==> src/rtl/hazard_scoreboard_if.sv <==
// Decode/memory-side bundle for the load hazard scoreboard.
// Pure wiring: no latency of its own.
// The master drives issue requests and mem_ack and honours stall; the slave drives status.
interface hazard_scoreboard_if;
  logic       issue_valid;
  logic       issue_is_load;
  logic       issue_writes;
  logic [3:0] issue_dest;
  logic [3:0] src_a;
  logic [3:0] src_b;
  logic       src_a_used;
  logic       src_b_used;
  logic       mem_ack;
  logic       stall;
  logic [15:0] pending;
  logic       wb_valid;
  logic [3:0] wb_dest;
  logic [1:0] load_count;
  logic       ack_err;
  logic [7:0] stall_cycles;

  modport master (
    output issue_valid, issue_is_load, issue_writes, issue_dest,
    output src_a, src_b, src_a_used, src_b_used, mem_ack,
    input  stall, pending, wb_valid, wb_dest, load_count, ack_err, stall_cycles
  );

  modport slave (
    input  issue_valid, issue_is_load, issue_writes, issue_dest,
    input  src_a, src_b, src_a_used, src_b_used, mem_ack,
    output stall, pending, wb_valid, wb_dest, load_count, ack_err, stall_cycles
  );
endinterface

==> src/rtl/hazard_scoreboard.sv <==
// Tracks up to two outstanding loads and stalls decode on RAW/WAW hazards or a full load queue.
// stall is combinational; pushes/pops land on the next edge, wb_valid pulses the cycle after a pop.
// Backpressure: stall holds decode; a full queue still accepts a load in the same cycle as mem_ack.
module hazard_scoreboard (
  input logic clk,
  input logic rst,
  hazard_scoreboard_if.slave sb
);

  // Two-entry in-order queue of load destinations; head is the oldest load.
  logic [3:0]  head_q;
  logic [3:0]  tail_q;
  logic [1:0]  count_q;
  logic [15:0] pend;
  logic        raw;
  logic        waw;
  logic        full;
  logic        stall;
  logic        push;
  logic        pop;
  logic        spurious;
  logic        wb_valid_q;
  logic [3:0]  wb_dest_q;
  logic        ack_err_q;
  logic [7:0]  stall_cycles_q;

  // Pending mask decoded from the queue registers only, so a popped register stays pending for the pop cycle.
  always_comb begin
    pend = '0;
    if (count_q != 2'd0) pend[head_q] = 1'b1;
    if (count_q == 2'd2) pend[tail_q] = 1'b1;
  end

  // Hazard detection and the handshake qualifiers derived from it.
  always_comb begin
    raw      = (sb.src_a_used & pend[sb.src_a]) | (sb.src_b_used & pend[sb.src_b]);
    waw      = sb.issue_writes & pend[sb.issue_dest];
    full     = sb.issue_is_load & (count_q == 2'd2) & ~sb.mem_ack;
    stall    = sb.issue_valid & (raw | waw | full);
    push     = sb.issue_valid & ~stall & sb.issue_is_load;
    pop      = sb.mem_ack & (count_q != 2'd0);
    spurious = sb.mem_ack & (count_q == 2'd0);
  end

  // Queue update; a full queue can only push when it also pops, so count never exceeds two.
  always_ff @(posedge clk) begin
    if (rst) begin
      head_q  <= '0;
      tail_q  <= '0;
      count_q <= '0;
    end else begin
      case ({push, pop})
        2'b10: begin
          if (count_q == 2'd0) head_q <= sb.issue_dest;
          else                 tail_q <= sb.issue_dest;
          count_q <= count_q + 2'd1;
        end
        2'b01: begin
          head_q  <= tail_q;
          count_q <= count_q - 2'd1;
        end
        2'b11: begin
          if (count_q == 2'd1) begin
            head_q <= sb.issue_dest;
          end else begin
            head_q <= tail_q;
            tail_q <= sb.issue_dest;
          end
        end
        default: ;
      endcase
    end
  end

  // Writeback pulse carrying the register just retired from the head.
  always_ff @(posedge clk) begin
    if (rst) begin
      wb_valid_q <= 1'b0;
      wb_dest_q  <= '0;
    end else begin
      wb_valid_q <= pop;
      if (pop) wb_dest_q <= head_q;
    end
  end

  // Sticky error for an acknowledge that arrives with nothing outstanding.
  always_ff @(posedge clk) begin
    if (rst)           ack_err_q <= 1'b0;
    else if (spurious) ack_err_q <= 1'b1;
  end

  // Saturating stall-cycle counter for performance monitoring.
  always_ff @(posedge clk) begin
    if (rst)                                 stall_cycles_q <= '0;
    else if (stall && stall_cycles_q != 8'hFF) stall_cycles_q <= stall_cycles_q + 8'd1;
  end

  assign sb.stall        = stall;
  assign sb.pending      = pend;
  assign sb.wb_valid     = wb_valid_q;
  assign sb.wb_dest      = wb_dest_q;
  assign sb.load_count   = count_q;
  assign sb.ack_err      = ack_err_q;
  assign sb.stall_cycles = stall_cycles_q;

endmodule
==> src/flat_wrapper.sv <==
// flat-port wrapper written by rule: the top's interface ports become plain ports
module hazard_scoreboard_flat 
  (clk, rst, sb_issue_valid, sb_issue_is_load, sb_issue_writes, sb_issue_dest, sb_src_a, sb_src_b, sb_src_a_used, sb_src_b_used, sb_mem_ack, sb_stall, sb_pending, sb_wb_valid, sb_wb_dest, sb_load_count, sb_ack_err, sb_stall_cycles);
  hazard_scoreboard_if sb_i ();
  input logic clk;
  input logic rst;
  input wire logic [$bits(sb_i.issue_valid)-1:0] sb_issue_valid;
  input wire logic [$bits(sb_i.issue_is_load)-1:0] sb_issue_is_load;
  input wire logic [$bits(sb_i.issue_writes)-1:0] sb_issue_writes;
  input wire logic [$bits(sb_i.issue_dest)-1:0] sb_issue_dest;
  input wire logic [$bits(sb_i.src_a)-1:0] sb_src_a;
  input wire logic [$bits(sb_i.src_b)-1:0] sb_src_b;
  input wire logic [$bits(sb_i.src_a_used)-1:0] sb_src_a_used;
  input wire logic [$bits(sb_i.src_b_used)-1:0] sb_src_b_used;
  input wire logic [$bits(sb_i.mem_ack)-1:0] sb_mem_ack;
  output wire logic [$bits(sb_i.stall)-1:0] sb_stall;
  output wire logic [$bits(sb_i.pending)-1:0] sb_pending;
  output wire logic [$bits(sb_i.wb_valid)-1:0] sb_wb_valid;
  output wire logic [$bits(sb_i.wb_dest)-1:0] sb_wb_dest;
  output wire logic [$bits(sb_i.load_count)-1:0] sb_load_count;
  output wire logic [$bits(sb_i.ack_err)-1:0] sb_ack_err;
  output wire logic [$bits(sb_i.stall_cycles)-1:0] sb_stall_cycles;
  assign sb_i.issue_valid = sb_issue_valid;
  assign sb_i.issue_is_load = sb_issue_is_load;
  assign sb_i.issue_writes = sb_issue_writes;
  assign sb_i.issue_dest = sb_issue_dest;
  assign sb_i.src_a = sb_src_a;
  assign sb_i.src_b = sb_src_b;
  assign sb_i.src_a_used = sb_src_a_used;
  assign sb_i.src_b_used = sb_src_b_used;
  assign sb_i.mem_ack = sb_mem_ack;
  assign sb_stall = sb_i.stall;
  assign sb_pending = sb_i.pending;
  assign sb_wb_valid = sb_i.wb_valid;
  assign sb_wb_dest = sb_i.wb_dest;
  assign sb_load_count = sb_i.load_count;
  assign sb_ack_err = sb_i.ack_err;
  assign sb_stall_cycles = sb_i.stall_cycles;
  hazard_scoreboard u_core (.clk(clk), .rst(rst), .sb(sb_i));
endmodule
==> config.mk <==
export PLATFORM = sky130hd
export DESIGN_NAME = hazard_scoreboard_flat
export DESIGN_NICKNAME = d
export VERILOG_FILES = /design/src/rtl/hazard_scoreboard_if.sv /design/src/rtl/hazard_scoreboard.sv /design/src/flat_wrapper.sv
export SDC_FILE = /design/constraint.sdc
export NUM_CORES = 1
export LEC_CHECK = 0
export ABC_AREA = 1
export CORE_MARGIN = 10
export CORE_UTILIZATION = 60
export CTS_BUF_LIST = sky130_fd_sc_hd__clkbuf_8
export DETAILED_ROUTE_END_ITERATION = 12
export DONT_BUFFER_PORTS = 1
export GPL_TIMING_DRIVEN = 0
export PLACE_DENSITY = 0.79
export SYNTH_ARGS = -nofsm -noshare
export SYNTH_HDL_FRONTEND = slang
export SYNTH_SLANG_ARGS = --single-unit
==> constraint.sdc <==
create_clock -name clk -period 2.36 [get_ports clk]
set_input_delay 0.118 -clock clk [delete_from_list [all_inputs] [get_ports clk]]
set_output_delay 0.118 -clock clk [all_outputs]
set_load 0.01 [all_outputs]
== Word-level counts from Yosys, hierarchy flattened ==
Cells that the tools add are included.
W data, S select, Z words.

* Add/sub/neg operators: 3
* Magnitude comparators: 7
* Eq/ne operators: 9
* Mux-type cells: 19
* Bitwise operators: 16
* Reductions and logical operators: 10

{| class="wikitable"
|+ Operators with widths
! operator !! count
|-
| $mux W16 || 2
|-
| $lt A4 B5 Y1 const B || 5
|-
| $mux W4 || 4
|-
| $or A16 B16 Y16 || 1
|-
| $bmux W1 S4 || 3
|-
| $pmux W4 S3 || 1
|-
| $and A1 B1 Y1 || 10
|-
| $add A8 B1 Y8 const B || 1
|-
| $demux W1 S4 || 2
|-
| $ge A4 B1 Y1 const B || 2
|-
| $ne A8 B8 Y1 const B || 1
|-
| $pmux W4 S2 || 1
|-
| $eq A2 B2 Y1 const B || 3
|-
| $reduce_bool A2 Y1 || 3
|-
| $mux W1 || 5
|-
| $eq A2 B1 Y1 const B || 2
|-
| $ne A2 B2 Y1 const B || 2
|-
| $pmux W2 S2 || 1
|-
| $logic_and A1 B1 Y1 || 3
|-
| $or A1 B1 Y1 || 3
|-
| $reduce_and A3 Y1 || 1
|-
| $reduce_bool A3 Y1 || 1
|-
| $add A2 B1 Y2 const B || 1
|-
| $logic_not A2 Y1 || 1
|-
| 4 further kinds || 5
|}

* Register bits after elaboration: 24

== Logic depth before layout (Yosys ltp) ==
Gate-level depths: netlist of the first run.

* Word-level depth: 20
* Gate-level depth with buffers: 21
* Mapped depth without buffers: 21

== Worst setup path after synthesis of the first run ==
No wires, ideal clock.

* Path kind: flip-flop to flip-flop
* Start point: register u_core.count_q[0], in the netlist u_core.sb.load_count[0]
* End point: register u_core.head_q[0]
* Arrival: 2,549 ps
* Required time: 2,245 ps
* Slack: -305 ps
* Stages on the path, launching flop included: 21
* Path buffers: 1
* Clock period less this slack: 2,665 ps
* Cells stage by stage: dfxtp_1 inv_1 ha_1 buf_4 nand3_1 nand2_1 nand2_1 nand3_1 nand3_1 nand3_1 nand3_1 nand2_2 inv_2 nand2_4 nor2_1 inv_1 ha_1 a21oi_1 o32ai_1 a21oi_1 nor2_1

* Word-level cells in the longest chain between the ends: 17
* Elaborated cells between the ends (all ways): 34

{| class="wikitable"
|+ RTL lines
! item !! RTL line !! text
|-
| start: declaration || hazard_scoreboard.sv:13 || <nowiki>logic [1:0] count_q;</nowiki>
|-
| start signal: assignment || hazard_scoreboard.sv:56 || <nowiki>count_q <= count_q + 2'd1;</nowiki>
|-
| start signal: assignment || hazard_scoreboard.sv:60 || <nowiki>count_q <= count_q - 2'd1;</nowiki>
|-
| $reduce_bool A2 Y1 || hazard_scoreboard.sv:30 || <nowiki>if (count_q != 2'd0) pend[head_q] = 1'b1;</nowiki>
|-
| $mux W16 || hazard_scoreboard.sv:30 ||
|-
| $or A16 B16 Y16 (no line) || -- ||
|-
| $mux W16 * || hazard_scoreboard.sv:31 || <nowiki>if (count_q == 2'd2) pend[tail_q] = 1'b1;</nowiki>
|-
| named net sb_pending[8] || flat_wrapper.sv:17 || <nowiki>output wire logic [$bits(sb_i.pending)-1:0] sb_pending;</nowiki>
|-
| $bmux W1 S4 || hazard_scoreboard.sv:36 || <nowiki>raw = (sb.src_a_used & pend[sb.src_a]) | (sb.src_b_used & pend[sb.src_b]);</nowiki>
|-
| $mux W1 (implied by the code) || hazard_scoreboard.sv:36 ||
|-
| $and A1 B1 Y1 || hazard_scoreboard.sv:36 ||
|-
| $or A1 B1 Y1 || hazard_scoreboard.sv:36 ||
|-
| $or A1 B1 Y1 * (2 in series) || hazard_scoreboard.sv:39 || <nowiki>stall = sb.issue_valid & (raw | waw | full);</nowiki>
|-
| $and A1 B1 Y1 * || hazard_scoreboard.sv:39 ||
|-
| $not A1 Y1 * || hazard_scoreboard.sv:40 || <nowiki>push = sb.issue_valid & ~stall & sb.issue_is_load;</nowiki>
|-
| $and A1 B1 Y1 * (2 in series) || hazard_scoreboard.sv:40 ||
|-
| $eq A2 B2 Y1 / $eq A2 B1 Y1 (equally long branches) || hazard_scoreboard.sv:52 || <nowiki>case ({push, pop})</nowiki>
|-
| $ne A2 B1 Y1 (no line) / $reduce_bool A3 Y1 (equally long branches) || -- ||
|-
| $reduce_and A2 Y1 (no line) || -- ||
|-
| end signal: assignment || hazard_scoreboard.sv:54 || <nowiki>if (count_q == 2'd0) head_q <= sb.issue_dest;</nowiki>
|-
| end signal: assignment || hazard_scoreboard.sv:59 || <nowiki>head_q <= tail_q;</nowiki>
|-
| end signal: assignment || hazard_scoreboard.sv:64 || <nowiki>head_q <= sb.issue_dest;</nowiki>
|-
| end: declaration || hazard_scoreboard.sv:11 || <nowiki>logic [3:0] head_q;</nowiki>
|}

The timed path passes the listed nets; every way through them passes the cells marked *. The select of a mux whose other input is x is not followed.
A chain may end at the register's enable or synchronous reset.

== Final worst setup path of the first run ==
* Start point: register u_core.count_q[0], in the netlist u_core.sb.load_count[0]
* End point: register u_core.tail_q[3]

* Word-level cells in the longest chain between the ends: 17
* Elaborated cells between the ends (all ways): 33

{| class="wikitable"
|+ RTL lines
! item !! RTL line !! text
|-
| $reduce_bool A2 Y1 || hazard_scoreboard.sv:30, hazard_scoreboard.sv:41 ||
|-
| $mux W16 || hazard_scoreboard.sv:30 ||
|-
| $or A16 B16 Y16 (no line) || -- ||
|-
| $mux W16 || hazard_scoreboard.sv:31 ||
|-
| $bmux W1 S4 || hazard_scoreboard.sv:36 ||
|-
| $mux W1 (implied by the code) || hazard_scoreboard.sv:36 ||
|-
| $and A1 B1 Y1 || hazard_scoreboard.sv:36 ||
|-
| $or A1 B1 Y1 || hazard_scoreboard.sv:36 ||
|-
| $or A1 B1 Y1 (2 in series) || hazard_scoreboard.sv:39 ||
|-
| $and A1 B1 Y1 || hazard_scoreboard.sv:39 ||
|-
| $not A1 Y1 || hazard_scoreboard.sv:40 ||
|-
| $and A1 B1 Y1 (2 in series) || hazard_scoreboard.sv:40 ||
|-
| $eq A2 B2 Y1 || hazard_scoreboard.sv:52 ||
|-
| $ne A2 B2 Y1 (no line) / $reduce_bool A2 Y1 (equally long branches) || -- ||
|-
| $reduce_and A3 Y1 (no line) || -- ||
|-
| end signal: assignment || hazard_scoreboard.sv:55 || <nowiki>else tail_q <= sb.issue_dest;</nowiki>
|-
| end signal: assignment || hazard_scoreboard.sv:67 || <nowiki>tail_q <= sb.issue_dest;</nowiki>
|-
| end: declaration || hazard_scoreboard.sv:12 || <nowiki>logic [3:0] tail_q;</nowiki>
|}

Parallel ways exist; a longest one is shown, timed or not. The select of a mux whose other input is x is not followed.

==> results of run 1 <==
## worst max-delay path by stage
stage | from | end | slack (ns) | cells past startpoint
2_1_floorplan | u_core.sb.load_count[0]$_SDFFE_PP0P_ | u_core.tail_q[1]$_SDFFE_PP0P_ | -0.003 | 20
3_3_place_gp | u_core.sb.load_count[1]$_SDFFE_PP0P_ | u_core.head_q[2]$_SDFFE_PP0P_ | -0.33 | 20
3_5_place_dp | u_core.sb.load_count[1]$_SDFFE_PP0P_ | u_core.head_q[2]$_SDFFE_PP0P_ | -0.36 | 20
6_report | u_core.sb.load_count[0]$_SDFFE_PP0P_ | u_core.tail_q[3]$_SDFFE_PP0P_ | -0.50 | 21
5_1_grt | u_core.sb.load_count[0]$_SDFFE_PP0P_ | u_core.tail_q[3]$_SDFFE_PP0P_ | -0.55 | 21
4_1_cts | u_core.sb.load_count[0]$_SDFFE_PP0P_ | u_core.head_q[1]$_SDFFE_PP0P_ | -0.21 | 19
## routing by layer
| metal | up-vias | wire length [um] | track usage (%) |
|---|---|---|---|
| li1 | 1187 | - | - |
| met1 | 1252 | 2900 | 26.0 |
| met2 | 251 | 3960 | 35.0 |
| met3 | 66 | 1060 | 4.56 |
| met4 | 0 | 595 | 10.9 |
| met5 | - | 0 | 0 |
## worst register-to-register path, cell delays in order (launching register included)
cell and delay [ns]:
dfxtp_4 0.38, inv_6 0.08, ha_4 0.22, nor2_4 0.06, buf_12 0.14, nand3_4 0.11, nand3_1 0.11, nand3_1 0.10
nand2_1 0.06, nand2_1 0.08, nand3_2 0.08, nand3_2 0.10, nand2_2 0.08, inv_2 0.08, nand2_4 0.05, nor2_4 0.15
ha_2 0.22, inv_2 0.06, o21ai_4 0.15, o21ai_4 0.12, o21ai_1 0.21, a21oi_1 0.08
## synthesized netlist by cell type
cell	count
nor2_2	6
nand2_2	3
buf_2	4
nor3_2	1
dfxtp_1	24
nand3_1	91
nand4_1	7
o21ai_0	11
nor2_4	2
a21oi_1	23
clkbuf_1	3
nand3_2	1
nor2_1	20
o32ai_1	4
inv_2	4
xor2_1	4
ha_1	7
xnor2_1	3
inv_1	34
clkinv_1	1
buf_4	2
nand3b_1	1
nand3_4	1
nand2_4	1
o21ai_1	1
nand2_1	82
## power by group through the flow
stage          Sequential (uW)  Clock [uW]  Combinational (uW)
2_1_floorplan              538           0                 510
3_3_place_gp               549           0                 619
4_1_cts                    550         369                 837
3_5_place_dp               550           0                 631
6_report                   569         372                1060
5_1_grt                    577         388                1130
## metrics by stage
stage / total power, uW / worst slack (ns)
6_report: 2000 / -0.499
5_1_grt: 2090 / -0.551
3_5_place_dp: 1180 / -0.364
4_1_cts: 1760 / -0.209
3_3_place_gp: 1170 / -0.331
2_1_floorplan: 1050 / -0.00312
## kinds of logic (layout without fill, tap and decap cells)
logic type               Yosys count  after routing  synth area share, %
XOR/XNOR                           7              7                 2.99
flip-flops                        24             24                 23.4
AND/OR/NAND/NOR                  216            217                 49.6
AO/OA/AOI/OAI                     39             39                 10.3
adder cells (fa/ha/maj)            7              7                 4.27
buffers and inverters             48             62                 9.40
## what timing repair did
action / 4_1_cts / 5_1_grt
hold endpoints to repair: 1 / 0
pin swaps: 19 / 8
setup buffers: 5 / 4
resized for setup: 70 / 52
hold buffers: 1 / 0
gates cloned: 0 / 1
endpoints found under the setup margin: 10 / 19
## registers in the layout, summed over array words and instances, names as in the netlist
register,count
u_core.sb.stall_cycles,8
u_core.sb.ack_err,1
u_core.head_q,4
u_core.sb.wb_dest,4
u_core.sb.wb_valid,1
u_core.sb.load_count,2
u_core.tail_q,4
## area by class of cell
cell class              instances  share of cell area (%)
flip-flops and latches         24                    17.1
well taps                      46                    1.98
clock inverters                 1                    1.03
inverters                      39                    5.56
clock buffers                   3                    1.42
multi-input cells             270                    67.8
repair buffers                 10                    3.10
plain buffers                   9                    2.07
==> results.toml, run 1 <==
[route]
viasPerCell = 6.86
vias = 2756
ant_nets = 0
initialDrtViolationCount = 411
wl_mm = 8.51
routedWlPerCell_um = 21.2
dr.pass1.iters = 6
drc = 0

[worst_setup_path]
cp_max_fo = 8
worst-setup-path-type = "flop to flop"
arrival_ns = 3.01
reg2reg_setup_slack_ns = -0.50
start_kind = "flop"
rr_worst_depth = 21
cp.required_ns = 2.51
r2r_start = "u_core.sb.load_count[0]$_SDFFE_PP0P_"
cp-end-kind = "flop"
critPathMaxStageDelay_ns = 0.38
worstPathCellList = "inv_6 -> ha_4 -> nor2_4 -> buf_12 -> nand3_4 -> nand3_1 -> nand3_1 -> nand2_1 -> nand2_1 -> nand3_2 -> nand3_2 -> nand2_2 -> inv_2 -> nand2_4 -> nor2_4 -> ha_2 -> inv_2 -> o21ai_4 -> o21ai_4 -> o21ai_1 -> a21oi_1"
reg2reg_to = "u_core.tail_q[3]$_SDFFE_PP0P_"
crit_buf_inv = 4
crit_family = "simple AND/OR/NAND/NOR gates"
slowest_stage = "dfxtp_4"

[logic_synthesis]
yosys.area.top_type = "dfxtp_1"
syn_nets = 368
ys_ff_latch = 24
ys_warn_count = 0
synth_cell_type_count = 26
synth_area_um2 = 2050
synth-seq-area-share_pct = 23.4
synth_top_area_share_pct = 23.4
synthCells = 341
yosys-top-cells-area = "dfxtp_1 (23%), nand3_1 (22%), nand2_1 (15%)"
synth.avg_cell_area_um2 = 6.01

[cells_and_area]
area_growth_pct = 41.8
fin_util_pct = 87.8
num_antenna_cells = 0
layout_commonest_cell = "nand3_1"
final_cell_mix = "nand3_1 (58), nand2_1 (56), inv_1 (29)"
fillers = 177
seq_area_um2 = 495
drive_above_1_share_pct = 37.6
multi_input_area_um2 = 1970
nets = 384
fin_area_um2 = 2910
fin_cells = 402

[placement]
dpl_cell_area_um2 = 2220
dp.cells = 387
io_buffers = 0
place_congestion = 0.889
dp_hpwl_mm = 4.83

[timing]
hold_viol = 0
fmax_ghz = 0.350
grt_setup_unrepaired = "yes"
fin_skew_ns = 0.00602
finalMaxSlewViolations = 0
finalSetupTns_ns = -4.69
setup_viol = 19
fin_crit_sh_pct = 121
worstMarginPinSlew_ns = 0.550
hold_ws_ns = 0.0352
setup_ws_ns = -0.499
relSlewSlack_pct = 63.3
period_needed_ns = 2.86

[worst_hold_path]
min_path_cells = 2
min-delay-start = "sb_issue_dest[1]"
whs_endpoint = "u_core.tail_q[1]$_SDFFE_PP0P_"
hold_class = "input port to flop"

[die]
row_count = 21
dieWidth_um = 78.4
design.core.area_um2 = 3310
initial_core_util_pct = 61.9
dieArea_um2 = 6150
io_pins = 53
fp.dieH_um = 78.4

[cts]
htreeDepth = 1
clk_pin_slew_worst_paths_ns = 0.09
clockRootBuffer = "clkbuf_8"
clock_latency_ns = 0.28
cts_made_buffers = 3
clock_path_buffers = 2
cts_sinks = 24
cts_tree = "built"

[pwr]
power_frac_comb_pct = 53.0
p_per_area_nw_per_um2 = 689
internal_power_uw = 1070
swShare_pct = 46.7
peakVddDrop_v = 0.000677
power_frac_seq_pct = 28.4
power_switching_uw = 934
clockPowerShare_pct = 18.6
leakagePower_uw = 0.00117

[global_route]
grt_pass1_vias = 2318
antenna_found_initial = 0
grt_pass1_wl_mm = 11.2
grtUsageTotal_pct = 21.5
grt_overflow = 0
grt_max_degree = 15

[status]
violations = "negative setup slack"
status = "finished with violations"

[run]
drv_cap = 0
(Power assumes the default switching activity.)
==> inputs of run 2 (changes only) <==
--- a/config.mk
+++ b/config.mk
@@ -5,7 +5,6 @@
 export SDC_FILE = /design/constraint.sdc
 export NUM_CORES = 1
 export LEC_CHECK = 0
-export ABC_AREA = 1
 export CORE_MARGIN = 10
 export CORE_UTILIZATION = 60
 export CTS_BUF_LIST = sky130_fd_sc_hd__clkbuf_8
==> results.toml, run 2 <==
[route]
wl_mm = 8.12
routedWlPerCell_um = 23.5
ant_nets = 0
viasPerCell = 7.46
initialDrtViolationCount = 353
vias = 2574
dr.pass1.iters = 7
drc = 0

[placement]
place_congestion = 0.940
io_buffers = 0
dpl_cell_area_um2 = 2370
dp_hpwl_mm = 4.80
pre_cts_slack_ns = -1.11

[run]
drv_cap = 0

[pwr]
p_total_uw = 2250
leakagePower_uw = 0.000949
peakVddDrop_v = 0.00113
p_per_area_nw_per_um2 = 774

[timing]
worstMarginPinSlew_ns = 0.565
fin_skew_ns = 0.00212
relSlewSlack_pct = 62.3
period_needed_ns = 3.30
hold_ws_ns = 0.242
hold_viol = 0
setup_viol = 19
grt_setup_unrepaired = "yes"
fin_crit_sh_pct = 140
fmax_ghz = 0.303
setup_ws_ns = -0.941
finalMaxSlewViolations = 0

[die]
row_count = 21
dieArea_um2 = 6380
initial_core_util_pct = 63.5
dieWidth_um = 79.9
io_pins = 53
fp.dieH_um = 79.9
design.core.area_um2 = 3390

[global_route]
grt_max_degree = 15
grt_overflow = 0
grt_pass1_vias = 2354
antenna_found_initial = 0
grtUsageTotal_pct = 22.7
grt_pass1_wl_mm = 12.0

[cts]
clockRootBuffer = "clkbuf_8"
clk_pin_slew_worst_paths_ns = 0.09
cts_tree = "built"
clock_latency_ns = 0.26
clock_path_buffers = 2
cts_made_buffers = 3
htreeDepth = 1
cts_sinks = 24

[worst_setup_path]
cp.required_ns = 2.50
cp_max_fo = 7
cp-end-kind = "flop"
start_kind = "flop"
arrival_ns = 3.44
worst-setup-path-type = "flop to flop"

[logic_synthesis]
ys_async_sr_fraction_pct = 0
ys_ff_latch = 24
synth_area_um2 = 2150
synth_edf_count = 0
synth_cell_type_count = 64
synth.avg_cell_area_um2 = 7.86
syn_nets = 301
yosys.area.top_type = "dfxtp_1"
ys_warn_count = 0
synthCells = 274
synth_ff_type = "dfxtp_1"
synth.most_common_cell = "nand2_1"
synth-seq-area-share_pct = 22.3
synth_top_area_share_pct = 22.3
synthTopCellsByCount = "nand2_1 (28), dfxtp_1 (24), nor2_1 (24)"
yosys-top-cells-area = "dfxtp_1 (22%), nand2_1 (4.9%), nor2_1 (4.2%)"

[cells_and_area]
fillers = 176
largest_reg_flops = 8
fin_area_um2 = 2910
area_growth_pct = 35.2
final_cell_mix = "nand2_1 (25), nor2_1 (23), dfxtp_1 (22)"
drive_above_1_share_pct = 33.8
nets = 327
num_antenna_cells = 0
fin_util_pct = 85.9
layout_commonest_cell = "nand2_1"

[status]
violations = "negative setup slack"
status = "finished with violations"

[worst_hold_path]
hold_class = "input port to flop"
## run 2: cell types whose count changed after synthesis, moves of 5 or more
| cell | change |
|---|---|
| nor3_1 | +9 |
| nor2b_1 | +7 |
| nor2_2 | -6 |
| o21ai_0 | -9 |
| nand2b_1 | +7 |
| a21oi_1 | -9 |
| o22ai_1 | +14 |
| nand3_1 | -80 |
| inv_1 | -22 |
| clkbuf_1 | +6 |
| mux2i_1 | +5 |
| nand2_1 | -54 |
## run 2: power breakdown
part	internal (uW)	switching (uW)	leakage, uW	total [uW]
clock	227	134	0.0000357	361
sequential	482	120	0.000197	602
combinational	520	770	0.000716	1290
## run 2: stage by stage
stage / cells / TNS (ns)
after detailed placement: 320 / -13.53
after global placement: 320 / -12.91
after CTS: 341 / -12.60
after floorplan: 274 / -7.50
after global routing: 345 / -15.07
final: 345 / -13.52
## run 2: worst max-delay path, stage by stage, from the launching register on
cell and delay (ns):
dfxtp_4 0.38, inv_4 0.08, ha_4 0.18, nand3b_1 0.14, buf_6 0.14, o22ai_4 0.11
mux4_2 0.51, or2_4 0.27, o311ai_4 0.10, and3_4 0.25, nand3_4 0.08, buf_4 0.15
ha_4 0.17, a21oi_4 0.13, nor2_4 0.07, a221oi_2 0.31, nor3_1 0.08
## run 2: worst paths after layout
path	depth (start not counted)	slack (ns)	end	start
setup / recovery	16	-0.94	u_core.head_q[0]$_SDFFE_PP0P_	u_core.sb.load_count[1]$_SDFFE_PP0P_
hold / removal	4	0.24	u_core.sb.load_count[1]$_SDFFE_PP0P_	sb_issue_is_load
setup reg to reg	16	-0.94	u_core.head_q[0]$_SDFFE_PP0P_	u_core.sb.load_count[1]$_SDFFE_PP0P_
hold reg to reg	2	0.52	u_core.sb.wb_dest[2]$_SDFFE_PP0P_	u_core.sb.wb_dest[2]$_SDFFE_PP0P_
## run 2: area by class of cell
| cell class | instances | area (um^2) | share of cell area [%] |
|---|---|---|---|
| sequential | 24 | 488 | 16.8 |
| multi-input combinational | 223 | 1990 | 68.3 |
| timing repair buffer | 20 | 188 | 6.45 |
| tap | 46 | 57.6 | 1.98 |
| buffer | 16 | 65.1 | 2.24 |
| clock buffer | 3 | 41.3 | 1.42 |
| inverter | 12 | 52.6 | 1.81 |
| clock inverter | 1 | 30.0 | 1.03 |
## run 2: metal layers
layer / up-vias / GRT usage, % / routed length (um)
li1: 1095 / - / -
met1: 1205 / 26.3 / 2790
met2: 221 / 39.2 / 3990
met3: 53 / 6.19 / 987
met4: 0 / 7.22 / 359
met5: - / 0 / 0
## run 2: timing repair
action | CTS | global route
endpoints found under the hold margin | 0 | 1
resized for setup | 37 | 21
hold buffers | 0 | 1
cloned | 1 | 0
endpoints found under the setup margin | 19 | 19
pin swaps | 23 | 25
setup buffers | 16 | 6
## run 2: cell families (layout without fill, tap and decap cells)
kind of cell / after synthesis / count (layout) / synth area share [%]
multiplexers: 9 / 9 / 4.94
adder cells (fa/ha/maj): 7 / 7 / 4.07
AO/OA/AOI/OAI: 65 / 66 / 24.9
buffers and inverters: 28 / 52 / 5.11
flip-flops: 24 / 24 / 22.3
XOR/XNOR: 8 / 8 / 3.25
AND/OR/NAND/NOR: 133 / 133 / 35.4
